`config.mk`:
```
export PLATFORM = sky130hd
export DESIGN_NAME = mem_stage_lsu
export DESIGN_NICKNAME = d
export VERILOG_FILES = /design/src/rtl/lsu_pkg.sv /design/src/rtl/lsu_align.sv /design/src/rtl/mem_stage_lsu.sv
export SDC_FILE = /design/constraint.sdc
export NUM_CORES = 1
export LEC_CHECK = 0
export CORE_ASPECT_RATIO = 1.75
export CORE_MARGIN = 4
export CORE_UTILIZATION = 42
export DETAILED_ROUTE_END_ITERATION = 6
export PLACE_DENSITY_LB_ADDON = 0.2
export SLEW_MARGIN = 20
export SYNTH_ARGS = -nofsm -noshare
export SYNTH_HDL_FRONTEND = slang
export SYNTH_SLANG_ARGS = --single-unit
```
`constraint.sdc`:
```
create_clock -name clk -period 1.9 [get_ports clk]
set_input_delay 0.38 -clock clk [delete_from_list [all_inputs] [get_ports clk]]
set_output_delay 0.38 -clock clk [all_outputs]
set_load 0.01 [all_outputs]
```
`src/rtl/lsu_pkg.sv`:
```
// ---------------------------------------------------------------------------
// lsu_pkg
// Shared definitions for the MEM-stage load/store unit:
//   - RV32 load/store funct3 encodings (F3_*)
//   - FSM state type lsu_state_t
//   - access-size decode helpers used by the lane logic
// ---------------------------------------------------------------------------
package lsu_pkg;

    localparam logic [2:0] F3_B  = 3'b000;
    localparam logic [2:0] F3_H  = 3'b001;
    localparam logic [2:0] F3_W  = 3'b010;
    localparam logic [2:0] F3_BU = 3'b100;
    localparam logic [2:0] F3_HU = 3'b101;

    typedef enum logic [1:0] {
        IDLE,
        REQ,
        WAIT,
        DONE
    } lsu_state_t;

    typedef enum logic [1:0] {
        SZ_B,
        SZ_H,
        SZ_W
    } lsu_size_t;

    // Unlisted encodings (011, 110, 111) fall through to word.
    function automatic lsu_size_t f3_size(input logic [2:0] f3);
        case (f3)
            F3_B, F3_BU: return SZ_B;
            F3_H, F3_HU: return SZ_H;
            F3_W:        return SZ_W;
            default:     return SZ_W;
        endcase
    endfunction

    function automatic logic f3_signed(input logic [2:0] f3);
        return (f3 == F3_B) || (f3 == F3_H);
    endfunction

endpackage

```
`src/rtl/lsu_align.sv`:
```
// ---------------------------------------------------------------------------
// lsu_align
// Purely combinational lane logic.
//   Store side: byte-lane strobes and replicated write data.
//   Load side : byte/half extract from the read word plus sign/zero extend.
// Offsets are forced aligned by size: halfword looks only at off[1],
// word ignores the offset entirely.
// Ports:
//   i_st_off, i_st_funct3, i_st_data -> o_wstrb, o_wdata
//   i_ld_off, i_ld_funct3, i_ld_rdata -> o_ld_data
// ---------------------------------------------------------------------------
module lsu_align
    import lsu_pkg::*;
(
    input  logic [1:0]  i_st_off,
    input  logic [2:0]  i_st_funct3,
    input  logic [31:0] i_st_data,
    input  logic [1:0]  i_ld_off,
    input  logic [2:0]  i_ld_funct3,
    input  logic [31:0] i_ld_rdata,
    output logic [3:0]  o_wstrb,
    output logic [31:0] o_wdata,
    output logic [31:0] o_ld_data
);

    logic [7:0]  w_byte;
    logic [15:0] w_half;
    logic        w_sgn;

    assign w_byte = i_ld_rdata[{i_ld_off, 3'b000} +: 8];
    assign w_half = i_ld_off[1] ? i_ld_rdata[31:16] : i_ld_rdata[15:0];
    assign w_sgn  = f3_signed(i_ld_funct3);

    always_comb begin
        // NOTE: every output gets a default first so no path through the case infers a latch.
        o_wstrb = 4'b0000;
        o_wdata = '0;
        case (f3_size(i_st_funct3))
            SZ_B: begin
                o_wstrb = 4'b0001 << i_st_off;
                o_wdata = {4{i_st_data[7:0]}};
            end
            SZ_H: begin
                o_wstrb = i_st_off[1] ? 4'b1100 : 4'b0011;
                o_wdata = {2{i_st_data[15:0]}};
            end
            default: begin
                o_wstrb = 4'b1111;
                o_wdata = i_st_data;
            end
        endcase
    end

    always_comb begin
        o_ld_data = i_ld_rdata;
        case (f3_size(i_ld_funct3))
            SZ_B:    o_ld_data = {{24{w_sgn & w_byte[7]}}, w_byte};
            SZ_H:    o_ld_data = {{16{w_sgn & w_half[15]}}, w_half};
            default: o_ld_data = i_ld_rdata;
        endcase
    end

endmodule

```
`src/rtl/mem_stage_lsu.sv`:
```
// ---------------------------------------------------------------------------
// mem_stage_lsu
// MEM-stage load/store unit. Consumes the EX/MEM register, runs a
// req/gnt/rvalid handshake to data memory and holds stall_out high until
// the access completes. Non-memory instructions see no added latency.
//
// FSM: IDLE -> REQ -> (store) DONE / (load) WAIT -> DONE -> IDLE
//
// Ports:
//   clk, rst (sync, active-high)
//   MemRead_in, MemWrite_in, ALU_in, funct3_in, store_data_in  : from EX/MEM
//   stall_out                                                   : pipeline freeze
//   dm_req, dm_we, dm_addr, dm_wstrb, dm_wdata / dm_gnt,
//   dm_rvalid, dm_rdata                                         : data memory
//   load_data_out                                               : to MEM/WB
//   misalign_out                                                : trap flag
//
// Build option: define MISALIGN_TRAP_EN to reject misaligned half/word
// accesses (IDLE->DONE with misalign_out=1). Without it, offsets are forced
// aligned and misalign_out is tied 0.
// ---------------------------------------------------------------------------
module mem_stage_lsu
    import lsu_pkg::*;
#(
    parameter int ADDR_W = 32,
    parameter int XLEN   = 32
) (
    input  logic              clk,
    input  logic              rst,
    input  logic              MemRead_in,
    input  logic              MemWrite_in,
    input  logic [31:0]       ALU_in,
    input  logic [2:0]        funct3_in,
    input  logic [XLEN-1:0]   store_data_in,
    output logic              stall_out,
    output logic              dm_req,
    output logic              dm_we,
    output logic [ADDR_W-1:0] dm_addr,
    output logic [3:0]        dm_wstrb,
    output logic [XLEN-1:0]   dm_wdata,
    input  logic              dm_gnt,
    input  logic              dm_rvalid,
    input  logic [XLEN-1:0]   dm_rdata,
    output logic [XLEN-1:0]   load_data_out,
    output logic              misalign_out
);

    lsu_state_t  r_state;
    logic [2:0]  r_funct3;
    logic [1:0]  r_off;

    logic        w_op;
    logic        w_trap;
    logic [3:0]  w_wstrb;
    logic [31:0] w_wdata;
    logic [31:0] w_load;

    assign w_op = MemRead_in | MemWrite_in;

`ifdef MISALIGN_TRAP_EN
    logic w_misaligned;
    always_comb begin
        w_misaligned = 1'b0;
        case (f3_size(funct3_in))
            SZ_H:    w_misaligned = ALU_in[0];
            SZ_W:    w_misaligned = (ALU_in[1:0] != 2'b00);
            default: w_misaligned = 1'b0;
        endcase
    end
    assign w_trap = w_misaligned;
`else
    assign w_trap = 1'b0;
    assign misalign_out = 1'b0;
`endif

    // Store lanes come from the live inputs (registered at issue); load
    // extraction uses the offset/funct3 captured at issue.
    lsu_align u_align (
        .i_st_off    (ALU_in[1:0]),
        .i_st_funct3 (funct3_in),
        .i_st_data   (store_data_in),
        .i_ld_off    (r_off),
        .i_ld_funct3 (r_funct3),
        .i_ld_rdata  (dm_rdata),
        .o_wstrb     (w_wstrb),
        .o_wdata     (w_wdata),
        .o_ld_data   (w_load)
    );

    // Combinational so the op presented in IDLE freezes EX/MEM in that same cycle.
    assign stall_out = ((r_state == IDLE) && w_op) || (r_state == REQ) || (r_state == WAIT);

    always_ff @(posedge clk) begin
        // NOTE: state registers use non-blocking assignment so all of them update from pre-edge values.
        if (rst) begin
            r_state       <= IDLE;
            dm_req        <= 1'b0;
            dm_we         <= 1'b0;
            dm_addr       <= '0;
            dm_wstrb      <= 4'b0000;
            dm_wdata      <= '0;
            load_data_out <= '0;
            r_funct3      <= 3'b000;
            r_off         <= 2'b00;
`ifdef MISALIGN_TRAP_EN
            misalign_out  <= 1'b0;
`endif
        end else begin
            case (r_state)
                IDLE: begin
                    if (w_op) begin
                        if (w_trap) begin
                            r_state <= DONE;
`ifdef MISALIGN_TRAP_EN
                            misalign_out <= 1'b1;
`endif
                        end else begin
                            // Store wins when both request bits are set.
                            r_state  <= REQ;
                            dm_req   <= 1'b1;
                            dm_we    <= MemWrite_in;
                            dm_addr  <= {ALU_in[ADDR_W-1:2], 2'b00};
                            dm_wstrb <= MemWrite_in ? w_wstrb : 4'b0000;
                            dm_wdata <= MemWrite_in ? w_wdata : '0;
                            r_funct3 <= funct3_in;
                            r_off    <= ALU_in[1:0];
                        end
                    end
                end
                REQ: begin
                    if (dm_gnt) begin
                        dm_req  <= 1'b0;
                        r_state <= dm_we ? DONE : WAIT;
                    end
                end
                WAIT: begin
                    if (dm_rvalid) begin
                        load_data_out <= w_load;
                        r_state       <= DONE;
                    end
                end
                DONE: begin
                    // The instruction advances at this edge; its request bits
                    // are still visible and must not re-issue.
                    r_state <= IDLE;
`ifdef MISALIGN_TRAP_EN
                    misalign_out <= 1'b0;
`endif
                end
                default: r_state <= IDLE;
            endcase
        end
    end

endmodule

```
==> impl_results.md <==
* Slew HR at 65.77%
* Worst path slowest cell: or3_1
* Vias at 4973
* Hold Startpoint: rst
* Post-Synthesis Cell Area at 4750 um^2
* Die area at 13140 um^2
* Pwr dens at about 1100 nW/um^2
* Post-Layout Cell Count at 901
* # fillers at 987
* Worst Hold Class: in2reg
* Post-DP HPWL at 12210 um
* Total of warnings raised by yosys at 0
* Most frequent cells in the layout: 201 x clkdlybuf4s50_1, 110 x nand2_1, 105 x dfxtp_1
* RSZ-0062 raised after global routing: yes
* CP startpoint kind: flop
* CTS tree: yes
* TritonCTS buffer count at 9
* Clk sink count at between 100 and 150
* DRT Pass-1 Iters at 5
* Gr usage total at 24.04%
* H-tree lvl count at 3
* 1st-iter DRT viols at ~170
* Final GP Congestion at ~0.90
* Initial antenna violation count at 0
* Boundary Pins at 209
* Fin nets at 873
* Design Power at 8.467 mW
* EDFF count, synth at 0
* Number of instances in the placed design at 885
* Synth cell types at 42
* Clock transition at path regs at 70 ps
* Post-synth ARST share at 0%
* Status: finished, final reports clean
* Pins over their slew limit at 0
* # port buffers at 205
* MaxCap Viol Count at 0
* Synth Register Bits at 107
* Endpoints failing hold at 0
* Mean area per synthesized cell at about 8.4 um^2
* CP Max Fanout at 2
* Reg2Reg Launch Point: r_state[1]$_SDFFE_PP0P_
* Setup TNS at 0 ps
* Largest net degree at the start of global routing at 45
* Fmax at 531.8 MHz
* Global-route wire length before repair at 24430 um
* Crit path from: r_state[0]$_SDFFE_PP0P_
* Die height at about 150 um
* Synthesis-to-finish area growth at 56.43%
* Horiz. Die Dim at 88.39 um
* CTS max path bufs at 2
* Slowest stage delay, CP at 390 ps
* Critical path class: reg2out
* Share of layout cells above drive strength 1 at between 10% and 20%
* Period minus WS final at around 1900 ps
* Total gr overflow at 0
* CTS root buf: clkbuf_16
* Initial Util at between 40% and 50%
* Final clock skew at 6.421 ps
* Ant. Diodes at 0
* Leakage at about 2.6 nW
* Worst-path cell chain: buf_4 -> ha_4 -> or3_1 -> buf_6
* Peak supply drop at 0.5697 mV
* Final Setup Violations at 0
* Mean number of vias per cell at 5.519
* Final period utilization at 98.98%
* Vias in the first global route at approximately 5000
* Routed len/inst at approximately 18 um
* Worst Max-Slew Pin Slew at 510.1 ps
* Commonest non-fill, non-tap cell in the layout: clkdlybuf4s50_1
* Gate count after technology mapping at roughly 570
* CORE AREA at 11100 um^2
* Seq/Total Area, Yosys at a little under half
* CP Capture Type: output port
* DR DRC count at 0
* Ys flop type: dfxtp_1
* Worst EP arrival at 1500 ps
* Total Wirelength at around 16000 um
* Critical Path RT at 1520 ps
* DRT antenna net count at 0
* Worst-skew pair later-pin latency at ~340 ps
* Core Rows at 51
-- Yosys cell counts (2+ instances only) --
cell | n | area (um^2)
a211oi_1 | 15 | 112.6
a211o_1 | 8 | 70.07
o21ai_1 | 2 | 10.01
nor2b_1 | 4 | 25.02
mux2_2 | 9 | 101.4
and2_1 | 10 | 62.56
clkbuf_1 | 32 | 120.1
buf_2 | 13 | 65.06
nand2_1 | 110 | 412.9
a22oi_1 | 8 | 60.06
inv_1 | 5 | 18.77
buf_6 | 2 | 22.52
nor2_1 | 61 | 229.0
o21ai_0 | 6 | 30.03
a311oi_4 | 2 | 52.55
a211oi_2 | 10 | 125.1
buf_1 | 4 | 15.01
a32oi_1 | 23 | 201.4
a311oi_1 | 8 | 70.07
nand3_1 | 21 | 105.1
buf_4 | 3 | 22.52
ha_1 | 3 | 37.54
nand2b_1 | 17 | 106.4
a31o_2 | 6 | 52.55
nand3b_1 | 6 | 45.04
dfxtp_1 | 107 | 2142
a21oi_1 | 58 | 290.3
-- registers in the layout, summed over array words and instances (netlist names) --
signal / flops
dm_addr: 30
r_state: 2
dm_wstrb: 4
dm_we: 1
dm_wdata: 32
load_data_out: 32
r_off: 2
dm_req: 1
r_funct3: 3
-- worst max-delay path: cells and delay by family, from the launching register on --
kind | cells | cell delay [ps]
AND/OR/NAND/NOR | 1 | 390
flip-flops | 1 | 340
buffers and inverters | 2 | 280
adder cells (fa/ha/maj) | 1 | 150
-- through the flow --
stage	setup slack (ps)	utilization [%]	instance area, um^2	hold slack [ps]
6_report	19.47	66.91	7430	410.3
3_5_place_dp	-317.3	63.75	7078	442.5
2_1_floorplan	303.4	-	4757	453.5
5_1_grt	-31.20	66.91	7430	400.7
3_3_place_gp	-325.6	63.75	7078	439.1
4_1_cts	-8.165	66.52	7386	395.8
-- worst paths after layout --
| path | cells past startpoint | to | slack, ps |
|---|---|---|---|
| max | 4 | stall_out | 20 |
| min | 2 | dm_wdata[0]$_SDFFE_PP0P_ | 410 |
| max reg2reg | 9 | r_state[0]$_SDFFE_PP0P_ | 70 |
| min reg2reg | 2 | dm_wdata[22]$_SDFFE_PP0P_ | 450 |
-- layout make-up --
cell class	count	area (um^2)	area share, %
inverters	6	27.53	0.3705
multi-input cells	403	2404	32.35
clock buffers	10	239.0	3.217
flip-flops and latches	107	2147	28.90
clock inverters	5	47.55	0.6399
well taps	132	165.2	2.223
repair buffers	238	2400	32.30
-- repair_timing --
action,4_1_cts,5_1_grt
hold buffers,0,0
endpoints found under the setup margin,1,3
hold endpoints to repair,0,0
resized for setup,14,10
pin swaps,3,3
setup buffers,1,0
-- layer usage --
metal | up-vias | track usage [%] | share of wire [%]
met5 | - | 0 | 0
li1 | 2371 | - | -
met4 | 0 | 13.92 | 6.0
met2 | 214 | 42.84 | 52
met1 | 2337 | 23.96 | 33
met3 | 51 | 6.984 | 8.4
-- cell families after synthesis --
family	share of synthesized area, %
compound gates	23.45
fa+ha+maj	0.7904
buf+inv	5.637
flops	45.10
mux	3.109
other cells	0.07895
simple gates	21.84
-- where the power goes --
| group | internal, mW | switching (mW) | leakage (nW) | total (mW) |
|---|---|---|---|---|
| clock network | 0.942 | 0.870 | 0.139 | 1.81 |
| logic | 1.82 | 1.81 | 1.63 | 3.63 |
| registers | 2.74 | 0.289 | 0.877 | 3.03 |
No activity file was read; power rests on OpenSTA's default activity.
